$ cat src/rtl/pipe_hazard_pkg.sv
// Shared types for the pipeline hazard controller: halt-FSM encoding,
// in-flight counter width and the pipeline NOP.
package pipe_hazard_pkg;

    typedef enum logic [1:0] {
        ST_RUN    = 2'd0,
        ST_DRAIN  = 2'd1,
        ST_HALTED = 2'd2
    } hz_state_t;

    localparam int          OUT_W    = 3;
    localparam logic [31:0] NOP_INSN = 32'h00000033;

    // A simultaneous issue and completion leaves the count unchanged.
    function automatic logic [OUT_W-1:0] next_count(
        input logic [OUT_W-1:0] cnt,
        input logic             inc,
        input logic             dec
    );
        logic [OUT_W-1:0] res;
        res = cnt;
        if (inc && !dec) begin
            res = cnt + 1'b1;
        end else if (dec && !inc && cnt != '0) begin
            res = cnt - 1'b1;
        end
        return res;
    endfunction

endpackage

$ cat src/rtl/pipe_hazard_ctrl_scoreboard.sv
// Per-register pending-load scoreboard and in-flight load counter;
// flags RAW, WAW and capacity hazards for the instruction in ID.
module hazard_scoreboard
    import pipe_hazard_pkg::*;
#(
    parameter int NREG    = 32,
    parameter int RIDX_W  = 5,
    parameter int MAX_OUT = 2
) (
    input  logic              clk,
    input  logic              rst,
    input  logic              chk_valid,
    input  logic [RIDX_W-1:0] rs1,
    input  logic [RIDX_W-1:0] rs2,
    input  logic              use_rs1,
    input  logic              use_rs2,
    input  logic [RIDX_W-1:0] rd,
    input  logic              is_load,
    input  logic              set_en,
    input  logic [RIDX_W-1:0] set_idx,
    input  logic              clr_en,
    input  logic [RIDX_W-1:0] clr_idx,
    output logic              raw,
    output logic              waw,
    output logic              full,
    output logic [OUT_W-1:0]  count
);

    logic [NREG-1:0] pend;
    logic            rs1_hit;
    logic            rs2_hit;
    logic            clr_hit;

    assign rs1_hit = use_rs1 & pend[rs1] & (rs1 != '0);
    assign rs2_hit = use_rs2 & pend[rs2] & (rs2 != '0);

    assign raw  = chk_valid & (rs1_hit | rs2_hit);
    assign waw  = chk_valid & is_load & pend[rd] & (rd != '0);
    assign full = chk_valid & is_load & (count == OUT_W'(MAX_OUT));

    // x0 loads are counted but never marked, so their completion must still count down.
    assign clr_hit = clr_en & ((clr_idx == '0) | pend[clr_idx]);

    always_ff @(posedge clk or posedge rst) begin
        if (rst) begin
            pend  <= '0;
            count <= '0;
        end else begin
            if (set_en && set_idx != '0) begin
                pend[set_idx] <= 1'b1;
            end
            if (clr_hit) begin
                pend[clr_idx] <= 1'b0;
            end
            count <= next_count(count, set_en, clr_hit);
        end
    end

endmodule

$ cat src/rtl/pipe_hazard_ctrl.sv
// Pipeline hazard controller: load scoreboard, stall/flush control and
// halt-drain FSM. HAZ_PERF_CNT_EN adds stall/flush/raw event counters.
module pipe_hazard_ctrl
    import pipe_hazard_pkg::*;
#(
    parameter int NREG      = 32,
    parameter int RIDX_W    = 5,
    parameter int MAX_OUT   = 2,
    parameter int DRAIN_CYC = 3
) (
    input  logic              clk,
    input  logic              rst,
    input  logic              id_valid,
    input  logic [RIDX_W-1:0] id_rs1,
    input  logic [RIDX_W-1:0] id_rs2,
    input  logic              id_use_rs1,
    input  logic              id_use_rs2,
    input  logic [RIDX_W-1:0] id_rd,
    input  logic              id_is_load,
    input  logic              id_halt,
    input  logic              ex_br_taken,
    input  logic              ld_done,
    input  logic [RIDX_W-1:0] ld_done_rd,
    input  logic              resume,
    output logic              pc_en,
    output logic              if_id_en,
    output logic              id_ex_bubble,
    output logic              flush_if_id,
    output logic              halted,
    output logic [OUT_W-1:0]  outstanding
`ifdef HAZ_PERF_CNT_EN
    ,
    output logic [31:0]       stall_cnt,
    output logic [31:0]       flush_cnt,
    output logic [31:0]       raw_cnt
`endif
);

    localparam int DW = (DRAIN_CYC > 0) ? $clog2(DRAIN_CYC + 1) : 1;

    hz_state_t   state;
    logic [DW-1:0] drain_cnt;
    logic        raw;
    logic        waw;
    logic        full;
    logic        stall;
    logic        issue;
    logic        in_run;

    hazard_scoreboard #(
        .NREG    (NREG),
        .RIDX_W  (RIDX_W),
        .MAX_OUT (MAX_OUT)
    ) u_sb (
        .clk       (clk),
        .rst       (rst),
        .chk_valid (id_valid),
        .rs1       (id_rs1),
        .rs2       (id_rs2),
        .use_rs1   (id_use_rs1),
        .use_rs2   (id_use_rs2),
        .rd        (id_rd),
        .is_load   (id_is_load),
        .set_en    (issue & id_is_load),
        .set_idx   (id_rd),
        .clr_en    (ld_done),
        .clr_idx   (ld_done_rd),
        .raw       (raw),
        .waw       (waw),
        .full      (full),
        .count     (outstanding)
    );

    assign in_run = (state == ST_RUN);
    assign stall  = raw | waw | full;
    assign issue  = id_valid & ~stall & ~ex_br_taken & in_run;
    assign halted = (state == ST_HALTED);

    // Outside RUN the front end is frozen and redirects are ignored.
    always_comb begin
        pc_en        = 1'b1;
        if_id_en     = 1'b1;
        id_ex_bubble = 1'b0;
        flush_if_id  = 1'b0;
        priority case (1'b1)
            !in_run: begin
                pc_en        = 1'b0;
                if_id_en     = 1'b0;
                id_ex_bubble = 1'b1;
            end
            ex_br_taken: begin
                flush_if_id  = 1'b1;
                id_ex_bubble = 1'b1;
            end
            stall: begin
                pc_en        = 1'b0;
                if_id_en     = 1'b0;
                id_ex_bubble = 1'b1;
            end
            default: ;
        endcase
    end

    always_ff @(posedge clk or posedge rst) begin
        if (rst) begin
            state     <= ST_RUN;
            drain_cnt <= '0;
        end else begin
            unique case (state)
                ST_RUN: begin
                    if (issue && id_halt) begin
                        state     <= ST_DRAIN;
                        drain_cnt <= DW'(DRAIN_CYC);
                    end
                end
                ST_DRAIN: begin
                    if (drain_cnt != '0) begin
                        drain_cnt <= drain_cnt - 1'b1;
                    end else if (outstanding == '0) begin
                        state <= ST_HALTED;
                    end
                end
                ST_HALTED: begin
                    if (resume) begin
                        state <= ST_RUN;
                    end
                end
                default: state <= ST_RUN;
            endcase
        end
    end

`ifdef HAZ_PERF_CNT_EN
    always_ff @(posedge clk or posedge rst) begin
        if (rst) begin
            stall_cnt <= '0;
            flush_cnt <= '0;
            raw_cnt   <= '0;
        end else begin
            if (in_run && stall && !ex_br_taken) begin
                stall_cnt <= stall_cnt + 32'd1;
            end
            if (ex_br_taken) begin
                flush_cnt <= flush_cnt + 32'd1;
            end
            if (raw) begin
                raw_cnt <= raw_cnt + 32'd1;
            end
        end
    end
`endif

endmodule
$ cat config.mk
export PLATFORM = sky130hd
export DESIGN_NAME = pipe_hazard_ctrl
export DESIGN_NICKNAME = d
export VERILOG_FILES = /design/src/rtl/pipe_hazard_pkg.sv /design/src/rtl/pipe_hazard_ctrl_scoreboard.sv /design/src/rtl/pipe_hazard_ctrl.sv
export SDC_FILE = /design/constraint.sdc
export NUM_CORES = 1
export LEC_CHECK = 0
export CORE_ASPECT_RATIO = 0.6
export CORE_MARGIN = 5
export CORE_UTILIZATION = 60
export CTS_CLUSTER_SIZE = 14
export DETAILED_ROUTE_END_ITERATION = 6
export GPL_TIMING_DRIVEN = 0
export PLACE_DENSITY = 0.93
export SLEW_MARGIN = 40
export SYNTH_ARGS = -nofsm -noshare
export SYNTH_HDL_FRONTEND = slang
export SYNTH_HIERARCHICAL = 1
export SYNTH_SLANG_ARGS = --single-unit
$ cat constraint.sdc
create_clock -name clk -period 7.64 [get_ports clk]
set_input_delay 1.146 -clock clk [delete_from_list [all_inputs] [get_ports clk]]
set_output_delay 1.146 -clock clk [all_outputs]
set_load 0.02 [all_outputs]
Word level (Yosys, flattened, before mapping)
Cells that the tools add are included.

Register bits after elaboration: 39. Word-level logic and storage cells: 97.

Bitwise operators: 23. Equal/unequal tests: 8. Multiplexer cells: 32. Add/sub/neg operators: 3. Order comparisons: 6. Reductions and logical operators: 21.

Operator list (number): $mux W32 (2); $and A32 B32 Y32 (1); $not A32 Y32 (1); $or A32 B32 Y32 (1); $lt A5 B6 Y1 const B (4); $bmux W1 S5 (4); $reduce_bool A5 Y1 (3); $and A1 B1 Y1 (14); $mux W1 (14); $mux W2 (6); $demux W1 S5 (2); $ge A5 B1 Y1 const B (2); $ne A2 B2 Y1 const B (4); $logic_and A1 B1 Y1 (7); $mux W3 (2); $pmux W2 S3 (1); $reduce_bool A2 Y1 (3); $logic_not A5 Y1 (1); $or A1 B1 Y1 (4); $pmux W2 S2 (1); $reduce_and A4 Y1 (1); $add A3 B1 Y3 const B (1); $eq A3 B2 Y1 const B (1); $logic_not A3 Y1 (1); 10 further kinds (12).

Longest topological paths before layout
Gate-level depths: netlist (run 1).

Word-level depth: 18. Mapped depth: 17.

Cells and area by module
The synthesis (run 1) kept the hierarchy.

Modules (own cells, without submodules): hazard_scoreboard (cells each 256, times used 1, area an instance 2742.6 um2); pipe_hazard_ctrl (cells each 30, times used 1, area an instance 275.3 um2).

Worst setup path before layout (run 1)
Ideal clock, no wire load.

Kind: input -> output. Start point: input port id_rs1[0]. End point: output port pc_en. Data arrival time: 3832 ps. Cell stages on the path: 9. Required time: 6494 ps. Setup slack: 2662 ps. Buffers on the path: 2. Path through: clkbuf_1 > mux4_2 > mux4_2 > mux2i_1 > o22ai_1 > nor3_1 > nor2_1 > nor3_1 > buf_4.

Word-level cells in the longest chain between the ends: 11. Elaborated cells between the ends (all ways): 12. Those cells by class: mux: 5; bitwise: 6; reduce/logical: 1.

RTL lines: start, declared (RTL line pipe_hazard_ctrl.sv:14) `input logic [RIDX_W-1:0] id_rs1,`; $bmux W1 S5 (RTL line pipe_hazard_ctrl_scoreboard.sv:34) `assign rs1_hit = use_rs1 & pend[rs1] & (rs1 != '0);`; $mux W1 (implied by the code) (RTL line pipe_hazard_ctrl_scoreboard.sv:34); $and A1 B1 Y1 (RTL line pipe_hazard_ctrl_scoreboard.sv:34); $and A1 B1 Y1 * (RTL line pipe_hazard_ctrl_scoreboard.sv:34); $or A1 B1 Y1 * (RTL line pipe_hazard_ctrl_scoreboard.sv:37) `assign raw = chk_valid & (rs1_hit | rs2_hit);`; $and A1 B1 Y1 * (RTL line pipe_hazard_ctrl_scoreboard.sv:37); named net raw (RTL line pipe_hazard_ctrl.sv:43) `logic raw;`; $or A1 B1 Y1 * (2 in series) (RTL line pipe_hazard_ctrl.sv:75) `assign stall = raw | waw | full;`; $mux W1 * (3 in series); end, declared (RTL line pipe_hazard_ctrl.sv:25) `output logic pc_en,`.

The timed path passes the listed nets; every way through them passes the cells marked *. The select of a mux whose other input is x is not followed.

Final worst setup path (run 1)
Start point: input port id_rd[0]. End point: output port pc_en.

Word-level cells in the longest chain between the ends: 9. Elaborated cells between the ends (all ways): 10. Those cells by class: mux: 5; bitwise: 4; reduce/logical: 1.

RTL lines: start, declared (RTL line pipe_hazard_ctrl.sv:18) `input logic [RIDX_W-1:0] id_rd,`; $bmux W1 S5 (RTL line pipe_hazard_ctrl_scoreboard.sv:38) `assign waw = chk_valid & is_load & pend[rd] & (rd != '0);`; $mux W1 (implied by the code) (RTL line pipe_hazard_ctrl_scoreboard.sv:38); $and A1 B1 Y1 (RTL line pipe_hazard_ctrl_scoreboard.sv:38); $and A1 B1 Y1 * (RTL line pipe_hazard_ctrl_scoreboard.sv:38); named net waw (RTL line pipe_hazard_ctrl.sv:44) `logic waw;`; $or A1 B1 Y1 * (2 in series) (RTL line pipe_hazard_ctrl.sv:75); $mux W1 * (3 in series) (RTL line pipe_hazard_ctrl.sv:85) `priority case (1'b1)`.

Marks and branches as above.

==> flow_summary.json, run 1 <==
{
  "status": "completed",
  "rr_startpoint": "u_sb/pend[31]",
  "drt_wl_total_um": 9269,
  "cp-start-kind": "input port",
  "seq_area_frac_synth_pct": 32.34,
  "antenna_cells": 0,
  "relSlewSlack_pct": 38.81,
  "netlist_area_mm2": 0.003018,
  "initial_utilization_pct": 60.91,
  "fin_worst_skew_ns": 0.01166,
  "place_area_mm2": 0.003421,
  "synth.most_common_cell": "a21oi_1",
  "numCtsBuffers": 5,
  "drive_above_1_share_pct": 17.85,
  "r2r_cells": 12,
  "setup_viol": 0,
  "crit_family": "buffers and inverters",
  "grtUsageTotal_pct": 30.00,
  "place_congestion": 1.034,
  "worst_pin_slew_ns": 0.9145,
  "cellPowerDensity_mw_per_mm2": 231.9,
  "synth_top_area_cell": "dfrtp_1",
  "routed_via_density": 7.246,
  "cts_tree": "yes",
  "grt_pass1_wl_um": 14820,
  "syn-num-nets": 318,
  "synth.area.top_cells": "dfrtp_1, mux4_2, a21oi_1",
  "dp_hpwl_um": 6642,
  "drtPass1Iterations": 5,
  "synth.top_cell.area_share_pct": 32.34,
  "syn_to_final_growth_pct": 16.92,
  "die_area_mm2": 0.006595,
  "reg2reg_slack_ns": 3.70,
  "power_uw": 818.3,
  "wl_per_cell_um": 23.71,
  "critPathMaxStageDelay_ns": 0.60,
  "critPathRequiredTime_ns": 6.49,
  "grt_max_degree": 36,
  "cp.arrival_ns": 5.06,
  "max-vdd-ir-drop_uv": 117.4,
  "min_period_over_period_pct": 81.18,
  "ys_top_cells_by_count": "a21oi_1, dfrtp_1, mux4_2",
  "final_area_mm2": 0.003528,
  "ios": 38,
  "post_cts_buffers": 0,
  "syn_area_per_cell_um2": 10.55,
  "hold_violations": 0,
  "dieWidth_um": 101.6,
  "cp_cell_sequence": "clkdlybuf4s50_1 -> clkbuf_1 -> mux4_2 -> mux4_2 -> mux2i_1 -> nor2_1 -> nor3_1 -> nor2_1 -> nor3_1 -> buf_4 -> clkdlybuf4s50_1",
  "path_clk_slew_ns": 0.07,
  "r2r-end": "u_sb/pend[30]",
  "drc": 0,
  "vias": 2833,
  "grt-ovfl-total": 0,
  "hold_slack_ns": 0.5134,
  "endpoint": "pc_en",
  "path_class": "in -> out",
  "synth_cell_types": 51,
  "numPortBuffers": 32,
  "fmax_mhz": 161.2,
  "min_period_ns": 6.202,
  "slowest_stage": "mux4_2",
  "end_kind": "output port",
  "cts_resized": 0,
  "synth-seq-cells": 39,
  "cp_max_fo": 9,
  "drtIter0Drc": 412,
  "grt_pass1_vias": 2778,
  "synth_edf_count": 0,
  "clk_latency_ns": 0.29,
  "antenna_found_initial": 0,
  "leakagePower_nw": 1.430,
  "tns_ns": 0,
  "rsz0062_at_grt": "false",
  "worst-path-buf-inv": 4,
  "syn_inst": 286,
  "cts.sinks": 39,
  "async_flop_share_pct": 100.0,
  "cts_hold_buf": 0,
  "cts.path.max_buffers": 2,
  "htree_levels": 2,
  "synthFlopType": "dfrtp_1",
  "maxCapViolations": 0,
  "clockRootBuffer": "clkbuf_8",
  "die_y_um": 64.94,
  "path_depth": 11,
  "coreArea_mm2": 0.004955,
  "slew_violations": 0,
  "rows": 20,
  "hold_path.class": "reg -> reg",
  "final_nets": 357,
  "startpoint": "id_rd[0]",
  "ys_warn_count": 6,
  "ant_nets": 0
}
[state kept, by name, summed over array words and instances, names as in the netlist]
register	flops
u_sb/count	3
state	2
drain_cnt	2
u_sb/pend	32
[per-stage QoR]
step | std cells | util (%) | worst slack [ns]
after global routing | 391 | 71.21 | 1.234
after CTS | 391 | 71.19 | 1.515
after detailed placement | 384 | 69.04 | 1.521
final | 391 | 71.21 | 1.438
after global placement | 384 | 69.04 | 1.656
after floorplan | 286 | - | 2.662
[worst register-to-register path, cell delays in order (launching register included)]
cell and delay, ns:
dfrtp_1 0.44, mux4_2 0.50, mux4_2 0.50, mux2i_1 0.24, nor2_1 0.11, nor3_1 0.29
nand2_1 0.13, nor2_1 0.11, clkbuf_1 0.38, nand2_1 0.13, nor2_1 0.71, a21oi_1 0.18
a21oi_1 0.14
[routing by layer]
metal / global-route usage, % / wire length (um)
met2: 41.94 / 3769
met4: 9.121 / 304
met3: 11.40 / 1630
met5: 0 / 0
met1: 43.13 / 3564
[layout by cell type (no fill, tap or decap), types with 6 or more instances in the layout]
cell type         n
dfrtp_1          39
mux4_2           29
nor3_1            6
a21oi_1          61
nand2_1          18
nor2_1           17
o21ai_0           8
clkdlybuf4s50_1  32
mux2i_1          17
clkbuf_1          8
o22ai_1           6
nor3b_1           7
inv_1             7
[power breakdown]
part / internal [mW] / leakage (nW) / switching [mW]
logic: 0.170 / 0.858 / 0.159
registers: 0.251 / 0.522 / 0.0693
clock network: 0.0955 / 0.0502 / 0.0742
[logic make-up after synthesis]
kind of cell / after synthesis / synth area share [%]
multiplexers: 49 / 28.40
AND/OR/NAND/NOR: 77 / 16.21
adder cells (fa/ha/maj): 2 / 1.078
flip-flops: 39 / 32.34
AO/OA/AOI/OAI: 92 / 17.33
buffers and inverters: 27 / 4.643
[how the worst min path moves through the flow]
| stage | slack [ns] | start | end | depth (start not counted) |
|---|---|---|---|---|
| 2_1_floorplan | 0.47 | u_sb/pend[0] | u_sb/pend[0] | 1 |
| 3_3_place_gp | 0.49 | u_sb/pend[0] | u_sb/pend[0] | 1 |
| 3_5_place_dp | 0.50 | u_sb/pend[0] | u_sb/pend[0] | 1 |
| 4_1_cts | 0.51 | u_sb/pend[0] | u_sb/pend[0] | 1 |
| 5_1_grt | 0.53 | u_sb/pend[0] | u_sb/pend[0] | 1 |
| 6_report | 0.51 | u_sb/pend[0] | u_sb/pend[0] | 1 |
[final cells by class]
type	instances	area (um^2)
clock inverter	2	37.54
clock buffer	5	68.82
fill	352	1426
multi-input combinational	220	1902
buffer	18	106.4
timing repair buffer	32	320.3
inverter	9	35.03
sequential	39	975.9
tap	66	82.58
Power figures use the tool's default switching activity.
==> inputs of run 2 (changes only) <==
--- a/config.mk
+++ b/config.mk
@@ -7,11 +7,11 @@
 export LEC_CHECK = 0
 export CORE_ASPECT_RATIO = 0.6
 export CORE_MARGIN = 5
-export CORE_UTILIZATION = 60
+export CORE_UTILIZATION = 56
 export CTS_CLUSTER_SIZE = 14
 export DETAILED_ROUTE_END_ITERATION = 6
 export GPL_TIMING_DRIVEN = 0
-export PLACE_DENSITY = 0.93
+export PLACE_DENSITY = 0.88
 export SLEW_MARGIN = 40
 export SYNTH_ARGS = -nofsm -noshare
 export SYNTH_HDL_FRONTEND = slang
==> constraint.sdc (replaced) <==
create_clock -name clk -period 5.8 [get_ports clk]
set_input_delay 0.87 -clock clk [delete_from_list [all_inputs] [get_ports clk]]
set_output_delay 0.87 -clock clk [all_outputs]
set_load 0.02 [all_outputs]
==> run 2 against run 1 <==
  * Sequential power up 30%
  * Clock power up 61%
  * Sequential share of layout area down 0.20 points
  * Count of clock-buffer cells in the layout up 1
  * Register-to-register slack worse by 1.8 ns
  * Sequential cell count unchanged
  * Final cell count up 0.26%
  * Worst setup slack worse by 1.2 ns
  * Global-route usage down 2.5 points
  * Critical endpoint unchanged
  * Largest cell class unchanged
  * Highest routed layer unchanged
==> flow_summary.json, run 2 (synthesized netlist as in run 1, its figures left out) <==
{
  "status": "completed",
  "numCtsBuffers": 5,
  "critPathMaxStageDelay_ns": 0.61,
  "tns_ns": 0,
  "slew_violations": 0,
  "layout_commonest_cell": "a21oi_1",
  "fin_util_pct": 69.29,
  "drtPass1Iterations": 5,
  "fin_worst_skew_ns": 0.006977,
  "area.sequential_um2": 975.9,
  "drt_wl_total_um": 9176,
  "r2r_cells": 14,
  "syn_to_final_growth_pct": 17.79,
  "drive_above_1_share_pct": 17.79,
  "cts_hold_buf": 0,
  "cp_cell_sequence": "clkdlybuf4s50_1 -> clkbuf_1 -> mux4_2 -> mux4_2 -> mux2i_1 -> nor2_1 -> nor3_1 -> nor2_1 -> nor3_1 -> buf_4 -> clkdlybuf4s50_1",
  "leakagePower_nw": 1.445,
  "hold_slack_ns": 0.5031,
  "routed_via_density": 7.184,
  "cellPowerDensity_mw_per_mm2": 315.6,
  "ios": 38,
  "clockRootBuffer": "clkbuf_8",
  "dp_hpwl_um": 6705,
  "post-place-ws_ns": 0.2441,
  "path_class": "in -> out",
  "path_depth": 11,
  "nFillCells": 377,
  "grtUsageTotal_pct": 27.54,
  "min_period_over_period_pct": 96.46,
  "maxCapViolations": 0,
  "wl_per_cell_um": 23.41,
  "grt_max_degree": 36,
  "place_congestion": 1.023,
  "drtIter0Drc": 336,
  "max-vdd-ir-drop_uv": 144.6,
  "critPathRequiredTime_ns": 4.93,
  "initial_utilization_pct": 58.83,
  "rsz0062_at_grt": "false",
  "cts_tree": "yes",
  "rows": 20,
  "die_area_mm2": 0.007005,
  "fmax_mhz": 178.7,
  "min_period_ns": 5.595,
  "top_regs": "u_sb/pend: 32 flops, u_sb/count: 3 flops",
  "vias": 2816,
  "cp-start-kind": "input port",
  "cp.arrival_ns": 4.72,
  "slowest_stage": "mux4_2",
  "clk_latency_ns": 0.30,
  "finalWorstSetupSlack_ns": 0.2052,
  "ant_nets": 0,
  "hold_violations": 0,
  "grt_pass1_vias": 2675,
  "worst_pin_slew_ns": 0.8107,
  "cts.sinks": 39,
  "end_kind": "output port",
  "grt_pass1_wl_um": 14750,
  "post_cts_buffers": 0,
  "final_nets": 357,
  "largest_reg_flops": 32,
  "drc": 0,
  "die_y_um": 66.87,
  "worst-path-buf-inv": 4,
  "grt-ovfl-total": 0,
  "setup_viol": 0,
  "crit_family": "buffers and inverters",
  "cp_max_fo": 9,
  "htree_levels": 2,
  "relSlewSlack_pct": 45.84,
  "most-common-layout-cells": "a21oi_1, dfrtp_1, clkdlybuf4s50_1",
  "cts_resized": 0,
  "dieWidth_um": 104.8,
  "hold_depth": 1,
  "coreArea_mm2": 0.005130,
  "multi_input_area_mm2": 0.001902,
  "top_register": "u_sb/pend",
  "cts.path.max_buffers": 2,
  "numPortBuffers": 32,
  "antenna_cells": 0,
  "path_clk_slew_ns": 0.07,
  "hold_path.class": "reg -> reg",
  "antenna_found_initial": 0
}
-- run 2: cell count changes in the layout (fill, tap and decap cells not counted) --
cell,before,now
bufinv_16,1,2
clkbuf_1,8,9
clkinvlp_4,1,0
-- run 2: worst paths after layout --
kind,slack (ns),from,to
max,0.21,id_rd[0],pc_en
min,0.50,u_sb/pend[0],u_sb/pend[0]
max in group asynchronous,4.41,rst,u_sb/pend[27]
max reg2reg,1.89,u_sb/pend[28],u_sb/count[2]
min in group asynchronous,0.81,rst,drain_cnt[0]
min reg2reg,0.50,u_sb/pend[0],u_sb/pend[0]
-- run 2: final cells by class --
type | instances | share of cell area, %
plain buffers | 18 | 2.992
clock buffers | 6 | 2.042
clock inverters | 2 | 1.690
inverters | 9 | 0.9856
multi-input cells | 220 | 53.50
flip-flops and latches | 39 | 27.46
well taps | 66 | 2.323
repair buffers | 32 | 9.011
-- run 2: per-stage QoR --
| stage | area, um^2 | total power, mW | std cells |
|---|---|---|---|
| 4_1_cts | 3553 | 1.116 | 392 |
| 3_5_place_dp | 3421 | 0.8450 | 384 |
| 5_1_grt | 3555 | 1.179 | 392 |
| 3_3_place_gp | 3421 | 0.8219 | 384 |
| 2_1_floorplan | 3018 | 0.6870 | 286 |
| 6_report | 3555 | 1.122 | 392 |
-- run 2: power breakdown --
part	switching [mW]	internal (mW)	total (mW)
Combinational	0.208	0.224	0.432
Clock	0.101	0.172	0.273
Sequential	0.0869	0.330	0.417
Total	0.396	0.726	1.12
-- run 2: metal layers --
metal	track usage, %	up-vias	part of all wire, %
met4	7.177	0	2.1
met2	40.44	238	42
met3	9.293	26	16
met1	39.19	1358	40
met5	0	-	0
li1	-	1194	-
==> inputs of run 3 (changes only) <==
--- a/config.mk
+++ b/config.mk
@@ -7,11 +7,11 @@
 export LEC_CHECK = 0
 export CORE_ASPECT_RATIO = 0.6
 export CORE_MARGIN = 5
-export CORE_UTILIZATION = 56
+export CORE_UTILIZATION = 51
 export CTS_CLUSTER_SIZE = 14
 export DETAILED_ROUTE_END_ITERATION = 6
 export GPL_TIMING_DRIVEN = 0
-export PLACE_DENSITY = 0.88
+export PLACE_DENSITY = 0.85
 export SLEW_MARGIN = 40
 export SYNTH_ARGS = -nofsm -noshare
 export SYNTH_HDL_FRONTEND = slang
==> constraint.sdc (replaced) <==
create_clock -name clk -period 4.7 [get_ports clk]
set_input_delay 0.705 -clock clk [delete_from_list [all_inputs] [get_ports clk]]
set_output_delay 0.705 -clock clk [all_outputs]
set_load 0.02 [all_outputs]
==> run 3 against run 2 <==
  * Total power increased by 15%
  * Clock skew is 0.0013 ns lower
  * Global-route usage down 1.8 points
  * Non-clock buffer count did not move
  * Largest power group is now sequential cells
  * Critical path depth unchanged
  * Sequential share of layout area is 0.11 points higher
  * Combinational power rose by 22%
  * Largest cell class unchanged
  * Die area rose by 8.6%
  * Wire length is 3.6% higher
  * Final area down 0.39%
  * Final cell count grew 3.3%
  * Highest routed layer is now met5
  * Critical endpoint unchanged
==> flow_summary.json, run 3 (synthesized netlist as in run 1, its figures left out) <==
{
  "status": "completed",
  "finalWorstSetupSlack_ns": 0.2137,
  "drc": 0,
  "most-common-layout-cells": "a21oi_1, dfrtp_1, clkdlybuf4s50_1",
  "grt-ovfl-total": 0,
  "wl_per_cell_um": 23.46,
  "clockRootBuffer": "clkbuf_8",
  "cellPowerDensity_mw_per_mm2": 364.4,
  "largest_reg_flops": 32,
  "grt_pass1_vias": 2747,
  "post-place-ws_ns": -0.4576,
  "place_congestion": 1.014,
  "fmax_mhz": 222.9,
  "maxCapViolations": 0,
  "cp.arrival_ns": 3.78,
  "cts.sinks": 39,
  "slowest_stage": "clkdlybuf4s50_1",
  "vias": 2808,
  "antenna_cells": 0,
  "grt_max_degree": 36,
  "critPathRequiredTime_ns": 3.99,
  "cp_max_fo": 9,
  "initial_utilization_pct": 53.42,
  "critPathMaxStageDelay_ns": 0.59,
  "relSlewSlack_pct": 42.57,
  "r2r-end": "u_sb/pend[14]",
  "startpoint": "id_rd[0]",
  "antenna_found_initial": 0,
  "min_period_ns": 4.486,
  "hold_violations": 0,
  "endpoint": "pc_en",
  "dieWidth_um": 109.3,
  "r2r_cells": 12,
  "numPortBuffers": 32,
  "slew_violations": 0,
  "grt_pass1_wl_um": 14920,
  "leakagePower_nw": 1.448,
  "numCtsBuffers": 5,
  "drtPass1Iterations": 5,
  "top_register": "u_sb/pend",
  "max-vdd-ir-drop_uv": 204.4,
  "rows": 21,
  "reg2reg_slack_ns": 1.03,
  "routed_via_density": 6.933,
  "final_nets": 357,
  "cp-start-kind": "input port",
  "dp_hpwl_um": 6816,
  "ant_nets": 0,
  "grtUsageTotal_pct": 25.73,
  "hold_path.class": "reg -> reg",
  "die_area_mm2": 0.007606,
  "ios": 38,
  "path_clk_slew_ns": 0.07,
  "drtIter0Drc": 405,
  "top_regs": "u_sb/pend: 32 flops, u_sb/count: 3 flops",
  "layout_commonest_cell": "a21oi_1",
  "setup_viol": 0,
  "cts_tree": "yes",
  "clk_latency_ns": 0.30,
  "cts_hold_buf": 0,
  "drive_above_1_share_pct": 18.77,
  "coreArea_mm2": 0.005649,
  "cts.path.max_buffers": 2,
  "power_mw": 1.290,
  "drt_wl_total_um": 9503,
  "min_period_over_period_pct": 95.45,
  "post_cts_buffers": 0,
  "worst_pin_slew_ns": 0.8568,
  "syn_to_final_growth_pct": 17.33,
  "path_class": "in -> out",
  "tns_ns": 0,
  "fin_util_pct": 62.68,
  "htree_levels": 2,
  "rr_startpoint": "u_sb/pend[11]",
  "end_kind": "output port",
  "rsz0062_at_grt": "false",
  "die_y_um": 69.59,
  "fin_worst_skew_ns": 0.005656,
  "cp_cell_sequence": "clkdlybuf4s50_1 -> clkbuf_8 -> mux4_2 -> mux4_2 -> mux2i_1 -> nor2_1 -> nor3_1 -> nor2_1 -> nor3_1 -> buf_4 -> dlygate4sd2_1"
}
[run 3: changes by cell type in the layout (fill, tap and decap cells not counted), sizes merged]
cell	change
dlymetal6s2s	+1
clkinv	+1
dlygate4sd2	+1
bufinv	-2
clkdlybuf4s50	-2
[run 3: routing by layer]
layer / up-vias / track usage [%] / wire length, um
met3: 19 / 11.53 / 1744
met1: 1340 / 37.83 / 3643
li1: 1191 / - / -
met2: 256 / 33.54 / 3912
met5: - / 4.286 / 45
met4: 2 / 7.192 / 158
[run 3: cell type report]
type / count / area (um^2)
fill: 459 / 2108
multi-input combinational: 220 / 1902
sequential: 39 / 975.9
timing repair buffer: 32 / 321.6
buffer: 18 / 118.9
tap: 80 / 100.1
clock buffer: 6 / 82.58
inverter: 9 / 35.03
clock inverter: 1 / 5.005
[run 3: worst min path at each step]
stage	from	to	slack [ns]	cells past startpoint
after floorplan	rst	drain_cnt[0]	0.47	1
after global placement	u_sb/pend[0]	u_sb/pend[0]	0.49	1
after detailed placement	u_sb/pend[0]	u_sb/pend[0]	0.49	1
after CTS	u_sb/pend[0]	u_sb/pend[0]	0.51	1
after global routing	u_sb/pend[0]	u_sb/pend[0]	0.55	1
final	u_sb/pend[0]	u_sb/pend[0]	0.51	1
[run 3: through the flow]
stage / hold slack [ns] / std cells / instance area (um^2)
after floorplan: 0.4694 / 286 / 3018
after global placement: 0.4866 / 398 / 3438
after detailed placement: 0.4942 / 398 / 3438
after CTS: 0.5140 / 405 / 3536
after global routing: 0.5474 / 405 / 3541
final: 0.5125 / 405 / 3541
[run 3: power by group]
group          switching [mW]  internal, mW  total (mW)  leakage [nW]
clock                   0.121         0.115       0.237        0.0470
sequential              0.120         0.407       0.528         0.522
combinational           0.254         0.272       0.526         0.879
[run 3: worst max-delay path, delay by kind of cell]
family                 cells  cell delay [ns]
and+or+nand+nor            4             0.59
buffers and inverters      4             1.29
muxes                      3             1.20
[run 3: what timing repair did]
| action | CTS | global route |
|---|---|---|
| endpoints found under the setup margin | 21 | 17 |
| pin swaps | 0 | 0 |
| gates resized for setup | 5 | 3 |
